<file path="src/rtl/ram_port_arbiter.sv">
// rtl/ram_port_arbiter.sv - single-port RAM arbiter: CPU read/write plus round-robin DMA read channels.
// Optional watchdog enabled by defining ARB_TIMEOUT_EN.
module ram_port_arbiter #(
  parameter int AW         = 15,
  parameter int DW         = 32,
  parameter int NDMA       = 2,
  parameter int STARVE_MAX = 8,
  parameter int TIMEOUT    = 255
) (
  input  logic               clk,
  input  logic               rst,
  input  logic               cpu_req,
  input  logic               cpu_we,
  input  logic [AW-1:0]      cpu_addr,
  input  logic [DW-1:0]      cpu_din,
  output logic [DW-1:0]      cpu_dout,
  output logic               cpu_rdy,
  input  logic [NDMA-1:0]    dma_req,
  input  logic [NDMA*AW-1:0] dma_addr,
  output logic [DW-1:0]      dma_dout,
  output logic [NDMA-1:0]    dma_rdy,
  output logic [AW-1:0]      ram_addr,
  output logic [DW-1:0]      ram_din,
  output logic               ram_we,
  output logic               ram_start,
  input  logic [DW-1:0]      ram_out,
  input  logic               ram_read_rdy,
  input  logic               ram_save_rdy,
  output logic               busy,
  output logic               err
);

  localparam int RRW = (NDMA > 1) ? $clog2(NDMA) : 1;
  localparam int SW  = $clog2(STARVE_MAX + 1);
  localparam logic [NDMA-1:0] DMA_ONE = NDMA'(1);

  typedef enum logic [1:0] {S_IDLE, S_READ, S_WRITE, S_DONE} state_t;

  state_t         state;
  logic [RRW-1:0] rr;
  logic [RRW-1:0] g_ch;
  logic [RRW-1:0] dma_win;
  logic           g_cpu;
  logic [SW-1:0]  starve;
  logic           any_dma;
  logic           cpu_win;
  logic           tmo;

  assign busy = (state != S_IDLE);

  always_comb begin
    any_dma = |dma_req;
    cpu_win = cpu_req && (!any_dma || (starve < SW'(STARVE_MAX)));
  end

  // Scan downwards so the channel closest after rr overwrites any later one.
  always_comb begin
    dma_win = rr;
    for (int k = NDMA; k >= 1; k--) begin
      if (dma_req[(int'(rr) + k) % NDMA]) dma_win = RRW'((int'(rr) + k) % NDMA);
    end
  end

`ifdef ARB_TIMEOUT_EN
  localparam int TW = $clog2(TIMEOUT + 1);
  logic [TW-1:0] tcnt;
  logic          waiting;
  logic          err_q;

  assign waiting = ((state == S_READ) && !ram_read_rdy) || ((state == S_WRITE) && !ram_save_rdy);
  assign tmo     = waiting && (tcnt == TW'(TIMEOUT - 1));
  assign err     = err_q;

  always_ff @(posedge clk or posedge rst) begin
    if (rst) begin
      tcnt  <= '0;
      err_q <= 1'b0;
    end else if (waiting && !tmo) begin
      tcnt <= tcnt + 1'b1;
    end else begin
      tcnt <= '0;
      if (tmo) err_q <= 1'b1;
    end
  end
`else
  logic unused_timeout;
  assign unused_timeout = (TIMEOUT > 0);
  assign tmo = 1'b0;
  assign err = 1'b0;
`endif

  always_ff @(posedge clk or posedge rst) begin
    if (rst) begin
      state     <= S_IDLE;
      rr        <= RRW'(NDMA - 1);
      g_ch      <= '0;
      g_cpu     <= 1'b0;
      starve    <= '0;
      cpu_dout  <= '0;
      cpu_rdy   <= 1'b0;
      dma_dout  <= '0;
      dma_rdy   <= '0;
      ram_addr  <= '0;
      ram_din   <= '0;
      ram_we    <= 1'b0;
      ram_start <= 1'b0;
    end else begin
      ram_start <= 1'b0;
      cpu_rdy   <= 1'b0;
      dma_rdy   <= '0;
      case (state)
        S_IDLE: begin
          if (cpu_win) begin
            g_cpu    <= 1'b1;
            ram_addr <= cpu_addr;
            ram_din  <= cpu_din;
            if (!any_dma) starve <= '0;
            else if (starve != SW'(STARVE_MAX)) starve <= starve + 1'b1;
            if (cpu_we) begin
              ram_we <= 1'b1;
              state  <= S_WRITE;
            end else begin
              ram_start <= 1'b1;
              state     <= S_READ;
            end
          end else if (any_dma) begin
            g_cpu     <= 1'b0;
            g_ch      <= dma_win;
            rr        <= dma_win;
            starve    <= '0;
            ram_addr  <= dma_addr[int'(dma_win)*AW +: AW];
            ram_start <= 1'b1;
            state     <= S_READ;
          end
        end
        S_READ: begin
          // A watchdog expiry completes the read with zero data.
          if (ram_read_rdy || tmo) begin
            state <= S_DONE;
            if (g_cpu) begin
              cpu_dout <= ram_read_rdy ? ram_out : '0;
              cpu_rdy  <= 1'b1;
            end else begin
              dma_dout <= ram_read_rdy ? ram_out : '0;
              dma_rdy  <= DMA_ONE << g_ch;
            end
          end
        end
        S_WRITE: begin
          if (ram_save_rdy || tmo) begin
            ram_we  <= 1'b0;
            cpu_rdy <= 1'b1;
            state   <= S_DONE;
          end
        end
        S_DONE:  state <= S_IDLE;
        default: state <= S_IDLE;
      endcase
    end
  end

endmodule

</file>
<file path="config.mk">
export PLATFORM = sky130hd
export DESIGN_NAME = ram_port_arbiter
export DESIGN_NICKNAME = d
export VERILOG_FILES = /design/src/rtl/ram_port_arbiter.sv
export SDC_FILE = /design/constraint.sdc
export NUM_CORES = 1
export LEC_CHECK = 0
export CAP_MARGIN = 20
export CORE_MARGIN = 10
export CORE_UTILIZATION = 45
export DETAILED_ROUTE_END_ITERATION = 7
export GPL_TIMING_DRIVEN = 0
export PLACE_DENSITY = 0.86
export RECOVER_POWER = 50
export SETUP_SLACK_MARGIN = 0.3
export SLEW_MARGIN = 10
export SYNTH_ARGS = -nofsm -noshare
export SYNTH_HDL_FRONTEND = slang
export SYNTH_SLANG_ARGS = --single-unit
export TNS_END_PERCENT = 5
</file>
<file path="constraint.sdc">
create_clock -name clk -period 7.3 [get_ports clk]
set_input_delay 1.46 -clock clk [delete_from_list [all_inputs] [get_ports clk]]
set_output_delay 1.46 -clock clk [all_outputs]
set_load 0.01 [all_outputs]
</file>
==> summary.md <==
| Metric | Value |
|---|---|
| Crit path cell chain | dlygate4sd3_1 -> o21ai_0 -> and2_0 -> nand2_1 -> clkbuf_1 -> mux2_4 |
| Avg WL per Cell | around 21 um |
| Failing checks | max-capacitance violations, max-slew violations |
| Design internal power | around 0.0026 W |
| CTS tree | done |
| Htree depth | 4 |
| CP Capture Type | flop |
| Crit path launch type | primary input |
| Worst-path fanout max | 10 |
| # port buffers | 233 |
| DRC Markers | 0 |
| Clock latency on the worst-skew pair | 0.41 ns |
| EDFF count, synth | 0 |
| FFs w/ async S/R, synth | 1.000 |
| Clk_skew | around 0.0053 ns |
| Share of cells above drive strength 1 | 0.2409 |
| Slowest stage delay, CP | 0.69 ns |
| CTS-repair resized insts | 0 |
| Design area | 8427 um^2 |
| Setup CP Type | primary input to flop |
| Largest family of logic cells by synthesized area | multiplexers |
| GRT Overall Usage | 0.1922 |
| Die span in x | 128.9 um |
| Crit path DAT | 3.82 ns |
| Endpoints failing setup | 0 |
| Most common cell after layout, fill and taps aside | clkdlybuf4s50_1 |
| Crit path buf inv count | 2 |
| Maximum vdd drop | roughly 260 uV |
| Via count | 3959 |
| Max cap viols | 1 |
| Post-Synth Simple-Gate Area | 0.05789 |
| Clk pwr share | 0.221 |
| Syn nets | 487 |
| Gate Count Post-Synth | 365 |
| Crit-path leading delay family | buffers and inverters |
| Hold Path Class | flop to flop |
| First-pass GRT wire length | 24540 um |
| #FFs+latches synth | roughly 130 |
| RR Startpoint | state[0] |
| Final Critical Period | 3.529 ns |
| Max Freq | 0.2833 GHz |
| Flop2flop setup slack | 5.16 ns |
| Gate power share | 0.456 |
| Adder-cell share of the synthesized area | 0.01172 |
| Io pins | 235 |
| Root Driver | clkbuf_16 |
| CTS max path bufs | 2 |
| Setup bufs post-CTS | 0 |
| Flop pwr share | 0.323 |
| Num CTS Buffers | 17 |
| Switching part of the total power | 0.3115 |
| Die area | 16620 um^2 |
| Clock-pin slew on the worst setup and hold paths | ~0.050 ns |
| Count of final max-slew check failures | 48 |
| Final period utilization | 0.4835 |
| Crit path launch | dma_req[1] |
| Vias in the first global route | 4369 |
| Post-synthesis cell type count | 40 |
| Setup TNS | 0 ns |
| Syn_area_per_cell | 14.63 um^2 |
| Initial drt markers | 169 |
| Pin count of the biggest net entering global routing | 79 |
| GR Overflow Total | 0 |
| Final HPWL DP | 12500 um |
| Drt total wl | 16070 um |
| Multiplexer area fraction after synthesis | 0.2550 |
| Initial Util | 0.4636 |
| DR pass1 iterations | 4 |
| NumNets Final | 740 |
| Vias per cell | slightly above 5 |
| Worst Hold Launch | g_ch |
| Seq/Total Area, Yosys | 0.5861 |
| Ys flop type | dfrtp_1 |
| Xor and xnor area share after synthesis | 0 |
| Synth Warn # | 0 |
| Placer Congestion | 0.7969 |
| Power Dens Cells | 450.1 nW/um^2 |
| Max-slew headroom | -0.4616 |
| FILL cells | 793 |
| Leak | 3.661 nW |
| Core Footprint | 11520 um^2 |
| Post-Place Cell Area | 7883 um^2 |
| Initial antenna violation count | 2 |
| Rows | 39 |
| Area grow syn2layout | 57.84% |
| Worst-margin pin slew | 2.180 ns |
| Synthesized cell area | roughly 5300 um^2 |
| Commonest non-fill, non-tap cells in the layout | clkdlybuf4s50_1 (230), dfrtp_1 (124), mux2_2 (66), mux2_4 (29), nor2_1 (19) |
| Antenna cells | 0 |
| RSZ-0062 raised after global routing | no |
| CP max stage cell | dlygate4sd3_1 |
| Vert. Die Dim | 128.9 um |
| ANT nets after route | 0 |
| CTS Hold Bufs | 0 |
| Clock sinks | 125 |
| CP required | 7.59 ns |
| Post-synthesis compound-gate area fraction | 0.05601 |
| Hold Fails Final Rpt | 0 |
| Status | finished with violations |
| Sw power | 0.001181 W |
[path summary, 6_finish.rpt]
path | end | cells after the start
min reg2reg | dma_rdy[0] | 1
min in group asynchronous | ram_din[17] | 2
max | ram_din[1] | 6
max in group asynchronous | cpu_dout[2] | 3
max reg2reg | ram_din[1] | 6
min | dma_rdy[0] | 1
[cells by family after synthesis]
kind of cell             count (synthesis)
multiplexers                           113
AND/OR/NAND/NOR                         62
other                                    1
AO/OA/AOI/OAI                           32
adder cells (fa/ha/maj)                  5
flip-flops                             125
buffers and inverters                   27
[synthesized netlist by cell type, drive strengths merged, types with 2 or more instances]
master	n	area share
and2	2	0.0028
a211oi	15	0.030
a211o	2	0.0033
inv	10	0.0070
mux2i	16	0.030
a22o	2	0.0033
mux2	97	0.22
dfrtp	124	0.58
nand3	4	0.0037
nor4	2	0.0023
nand2	10	0.0089
nor3	17	0.016
nor2	21	0.017
ha	5	0.012
o21ai	8	0.012
buf	17	0.026
[power by group through the flow]
stage	clock, W	combinational (W)	sequential (W)
2_1_floorplan	0	0.000694	0.00136
3_3_place_gp	0	0.00172	0.00121
3_5_place_dp	0	0.00176	0.00123
4_1_cts	0.000852	0.00178	0.00123
5_1_grt	0.000882	0.00185	0.00127
6_report	0.000837	0.00173	0.00122
[layer usage]
layer / global-route usage / vias up / part of all wire
met5: 0 / - / 0.0016
met4: 0.05418 / 4 / 0.013
met3: 0.1027 / 29 / 0.11
met2: 0.3416 / 164 / 0.52
met1: 0.1915 / 1957 / 0.35
li1: - / 1805 / -
[sequential cells by signal (all words and copies together), names as in the netlist]
name       cells
cpu_dout      32
dma_dout      32
ram_din       32
ram_addr      15
starve         4
dma_rdy        2
state          2
cpu_rdy        1
g_ch           1
g_cpu          1
ram_start      1
ram_we         1
rr             1
[worst reg2reg max path: stages (launching register included)]
cell and delay, ns:
dfrtp_1 0.36, inv_1 0.07, ha_1 0.20, buf_4 0.17, nand2_1 0.24, clkbuf_1 0.62
mux2_4 0.36
[stage by stage]
stage | power, W | utilization | instances | setup slack [ns] | hold slack (ns)
floorplan | 0.002058 | - | 365 | 2.514 | 0.4265
global placement | 0.002925 | 0.6817 | 741 | 0.9247 | 0.4798
detailed placement | 0.002998 | 0.6845 | 742 | 4.124 | 0.4810
CTS | 0.003860 | 0.7363 | 774 | 3.846 | 0.4883
global route | 0.004003 | 0.7317 | 774 | 3.660 | 0.5131
finish | 0.003793 | 0.7317 | 774 | 3.771 | 0.4750
[cell type report]
class                      count  area (um^2)  share of cell area
inverter                      10        38.79            0.004603
clock buffer                  22        484.2             0.05746
tap                          143        178.9             0.02123
buffer                        17        115.1             0.01366
timing repair buffer         234         2360              0.2800
sequential                   125         3129              0.3713
multi-input combinational    213         2008              0.2383
clock inverter                10        112.6             0.01336
(Power assumes the default switching activity.)
==> RTL change 1: new RTL, same flow settings <==
Add a define of `ARB_TIMEOUT_EN`.
--- a/src/rtl/ram_port_arbiter.sv
+++ b/src/rtl/ram_port_arbiter.sv
@@ -1,5 +1,7 @@
 // rtl/ram_port_arbiter.sv - single-port RAM arbiter: CPU read/write plus round-robin DMA read channels.
 // Optional watchdog enabled by defining ARB_TIMEOUT_EN.
+`define ARB_TIMEOUT_EN
+
 module ram_port_arbiter #(
   parameter int AW         = 15,
   parameter int DW         = 32,
Check against the original RTL: no difference found for any inputs over 4 cycles, from zero or initial values and one cycle with rst high; that may be too few to reach the edited logic, so the function may still have changed.
==> RTL change 1 against the unedited design <==
  * The run still ends with capacitance limit, slew limit left
  * Worst hold slack worse by 0.018 ns
  * Routed wire length up 8.7%
  * Total power down 5.1%
  * Sequential cell count up 9
  * Setup slack worse by 0.23 ns
  * Fmax down 6.0%
  * Global-route usage up 1.3 points
  * Via count up 13%
  * Count of clock-buffer cells in the layout down 5
  * Cell count up 6.2%
  * Clock power about the same
  * Final area up 1.4%
  * Area after synthesis up 1.8%
  * Critical path type unchanged
  * Critical endpoint is now ram_din[0]
  * Largest cell class unchanged
==> RTL change 1: results (changes against the unedited design) <==
final hold slack -> 0.4566 ns (-0.01843 ns)
synth unique cells -> 45 (+13%)
number of signal-net buffers in the layout -> 258 (+2.8%)
total track usage -> 20.49% (+1.3 points)
Seq area share -> 39.26% (+2.1 points)
flops & latches, synth -> 134 (+7.2%)
DRT iter0 DRCs -> 275 (+63%)
mux cell area share after synthesis -> 9.807% (-16 points)
fill count -> 799 (+0.76%)
layout cell share with drive strength beyond 1 -> 9.481% (-15 points)
fin. max-slew vios -> 58 (+21%)
Max VDD drop -> 172.2 uV (-33%)
fraction of area in multi-input gates -> 22.17% (-1.7 points)
Internal Dissipation -> 2.429 mW (-7.0%)
hold path depth -> 1 (unchanged)
outcome -> finished, violations left
DP HPWL -> 13.06 mm (+4.5%)
sequential cell area -> 0.003354 sq mm (+7.2%)
max incr delay on CP -> 0.64 ns (-0.05 ns)
vias post-DR -> 4472 (+13%)
Synth Area in Compound Gates -> 16.44% (+11 points)
Pre-antenna DRT Iters -> 6 (+2)
Leak Pwr -> 3.742 nW (+2.2%)
WP data arrival -> 4.05 ns (+0.23 ns)
worst r2r dst -> ram_din[0]
dpl cell area -> 0.007984 sq mm (+1.3%)
gp weighted congestion -> 0.8280 (+3.9%)
Non-Filler Instances -> 822 (+6.2%)
Adder-Cell Fraction of Synth Area -> 1.611% (+0.44 points)
Placed Cells -> 790 (+6.5%)
Post-Synthesis Cells -> 409 (+12%)
syn_nets -> 533 (+9.4%)
max_cap viols -> 1 (unchanged)
Setup Skew -> 0.007406 ns (+0.002059 ns)
most frequent cells after synthesis -> dfrtp_1, a22o_1, nor2_1, mux2_1, nor3_1
CTS resizes -> 0 (unchanged)
pin count of the biggest net entering global routing -> 78 (-1.3%)
P_comb -> 1.50 mW (-13%)
nonclk inv count -> 13 (+3)
sequential fraction of the synthesis area -> 61.72% (+3.1 points)
violations in the final reports -> capacitance limit, slew limit
final-layout clock-cell area share -> 6.795% (-0.29 points)
antenna violations before repair -> 0 (-2)
R2R depth -> 6 (unchanged)
reg2reg start -> state[1]
Seq group -> 1.26 mW (+3%)
area delta synth->final -> 57.21%
Multi-In Gates -> 238 (+12%)
first-pass GRT wire length -> 26.59 mm (+8.3%)
post-synthesis xor/xnor area fraction -> 0.9669% (+0.97 points)
Rel. slew slack -> -74.99% (-29 points)
Data buffer area share -> 29.04% (-0.33 points)
largest cells by area after synthesis -> dfrtp_1, a22o_1, mux2_1, mux2i_1, nor2_1
pre-CTS WS -> 3.986 ns (-0.1382 ns)
R2R Setup Slk -> 4.88 ns (-0.28 ns)
vias in the first global route -> 4777 (+9.3%)
==> RTL change 1: cell count changes in the layout (fill, tap and decap cells not counted), sizes merged, moves of 7 or more <==
cell,before,now
clkdlybuf4s50,230,223
nor2,21,34
dlygate4sd3,3,10
dfrtp,124,133
a22o,2,64
mux2,97,32
==> RTL change 1: worst max-delay path by stage <==
stage,slack [ns],cells after the start,endpoint,from
detailed placement,3.99,6,ram_din[8],dma_req[0]
floorplan,2.26,1,cpu_dout[0],rst
finish,3.55,6,ram_din[0],dma_req[1]
global placement,0.64,2,ram_addr[1],rst
global route,3.43,6,ram_din[0],dma_req[1]
CTS,3.95,4,busy,state[0]
==> RTL change 1: routing by layer <==
layer / vias up / GRT usage [%] / share of wire [%]
met3: 37 / 6.288 / 8.5
li1: 2017 / - / -
met2: 191 / 36.35 / 52
met4: 0 / 9.458 / 3.2
met1: 2227 / 21.90 / 36
met5: - / 0 / 0
==> RTL change 2: new RTL, config.mk and constraints unchanged <==
Without the edit above. Re-encode `state_t` (4 states) as one-hot, 4 bits wide.
--- a/src/rtl/ram_port_arbiter.sv
+++ b/src/rtl/ram_port_arbiter.sv
@@ -34,7 +34,7 @@
   localparam int SW  = $clog2(STARVE_MAX + 1);
   localparam logic [NDMA-1:0] DMA_ONE = NDMA'(1);
 
-  typedef enum logic [1:0] {S_IDLE, S_READ, S_WRITE, S_DONE} state_t;
+  typedef enum logic [3:0] {S_IDLE = 4'b0001, S_READ = 4'b0010, S_WRITE = 4'b0100, S_DONE = 4'b1000} state_t;
 
   state_t         state;
   logic [RRW-1:0] rr;
Behaviour: no difference found for any inputs over 4 cycles, from zero or initial values and one cycle with rst high; so few cycles prove little.
==> RTL change 2 against the unedited design <==
  * The flow still finishes with violations (capacitance limit, slew limit)
  * Total power shrank 4.8%
  * Clock skew up 0.0023 ns
  * Die area up 2.3%
  * Routed wire length fell by 1.5%
  * Final area down 0.53%
  * Critical path depth shrank 4
  * First-iteration DRC count grew 16%
  * Area after synthesis increased by 2.7%
  * Combinational power fell by 11%
  * Setup slack lost 0.036 ns
  * Sequential cell count up 2
==> RTL change 2: results (changes against the unedited design) <==
outcome -> finished, violations left
violations in the final reports -> capacitance limit, slew limit
Setup Skew -> 0.007677 ns (+0.002329 ns)
vias in the first global route -> 4476 (+2.4%)
Worst Path Max Fanout -> 63 (+53)
clk_lat worst skew -> 0.41 ns (about the same)
Hold Crit Start -> ram_din[4]
clock group power -> 0.834 mW (about the same)
family with the most delay on the worst path -> buffers and inverters
nets -> 736 (-0.54%)
Avg WL per Cell -> 20.38 um (-1.8%)
DP HPWL -> 12.16 mm (-2.7%)
DRT iter0 DRCs -> 196 (+16%)
final hold slack -> 0.4869 ns (+0.01183 ns)
max incr delay on CP -> 1.58 ns (+0.89 ns)
worst slew pin tran -> 2.781 ns (+0.6003 ns)
vias post-DR -> 3911 (-1.2%)
Buffers on Ports -> 232 (-0.43%)
CP max-delay cell -> clkinvlp_2
Net Switching -> 1.147 mW (-2.9%)
pin count of the biggest net entering global routing -> 66 (-16%)
largest cells by area after synthesis -> dfrtp_1, mux2_4, mux2_2, mux2i_1, nand4b_1
WP data arrival -> 3.64 ns (-0.18 ns)
syn_nets -> 484 (-0.62%)
Critical path origin -> rst
R2R Setup Slk -> 5.15 ns (about the same)
Seq group -> 1.24 mW
synth unique cells -> 39 (-2.5%)
Synth Warn # -> 0 (unchanged)
antenna violations before repair -> 0 (-2)
most frequent cells after synthesis -> dfrtp_1, mux2_4, mux2_2, a21oi_1, o21ai_0
R2R depth -> 4 (-2)
Max VDD drop -> 204.5 uV (-20%)
Top Registers -> cpu_dout: 32 flops, dma_dout: 32 flops, ram_din: 32 flops
worst r2r dst -> dma_dout[25]
fill count -> 883 (+11%)
max_cap viols -> 1 (unchanged)
Leak Pwr -> 3.616 nW (-1.2%)
Hold EP -> ram_din[4]
reg2reg start -> state[2]
Pre-antenna DRT Iters -> 4 (unchanged)
first-pass GRT wire length -> 25.06 mm (+2.1%)
Hold Crit Class -> reg -> reg
GR Util met1 -> 21.53% (+2.4 points)
met2 Use GR -> 33.20% (-0.96 points)
layout cell share with drive strength beyond 1 -> 16.83% (-7.3 points)
total track usage -> 18.83% (-0.39 points)
fin. max-slew vios -> 63 (+31%)
grt met3 use -> 5.963% (-4.3 points)
sequential fraction of the synthesis area -> 57.98% (-0.63 points)
hold path depth -> 1 (unchanged)
gp weighted congestion -> 0.7849 (-1.5%)
## RTL change 2: cell count changes after synthesis, sizes merged, moves of 4 or more
cell	change
nand2	-4
o21ai	+12
a21oi	+18
nor2	-12
nand4b	+15
a211oi	-15
nor3	-13
## RTL change 2: metal layers
metal	wire, um	vias to the layer above
li1	-	1814
met1	6149	1918
met2	8231	162
met3	1274	17
met4	182	0
met5	0	-
## RTL change 2: final cells by class
cell class	instances	area, sq um	area share, %
Tap cell	147	183.9	2.194
Sequential cell	127	3181	37.95
Timing Repair Buffer	233	2350	28.03
Clock inverter	14	156.4	1.866
Clock buffer	18	429.2	5.120
Buffer	20	112.6	1.343
Inverter	7	27.53	0.3284
Multi-Input combinational cell	211	1942	23.17
## RTL change 2: how the worst max path moves through the flow
stage / end / slack [ns]
after floorplan: cpu_dout[0] / 2.46
after global placement: cpu_dout[14] / 0.87
after detailed placement: ram_din[1] / 3.94
after CTS: busy / 3.90
after global routing: dma_dout[10] / 3.27
final: dma_dout[10] / 3.74
## RTL change 2: kinds of logic (layout without fill, tap and decap cells)
kind of cell               Yosys count  count (layout)  synth area share, %
and+or+nand+nor                     49              49                6.729
AOI/OAI and AO/OA                   46              46                4.722
xor gates and xnor gates             1               1               0.1597
adders and majority gates            2               2               0.4561
muxes                              112             112                26.53
other                                1               1              0.06837
DFF                                127             127                57.98
buffers and inverters               27             292                3.353
## RTL change 2: per-stage QoR
stage	worst slack [ns]	area [sq um]	power, mW	std cells
6_report	3.735	8382	3.612	777
3_5_place_dp	3.943	8024	2.910	745
3_3_place_gp	0.8685	7991	2.846	744
5_1_grt	3.270	8382	3.820	777
4_1_cts	3.896	8610	3.768	777
2_1_floorplan	2.459	5485	2.017	365
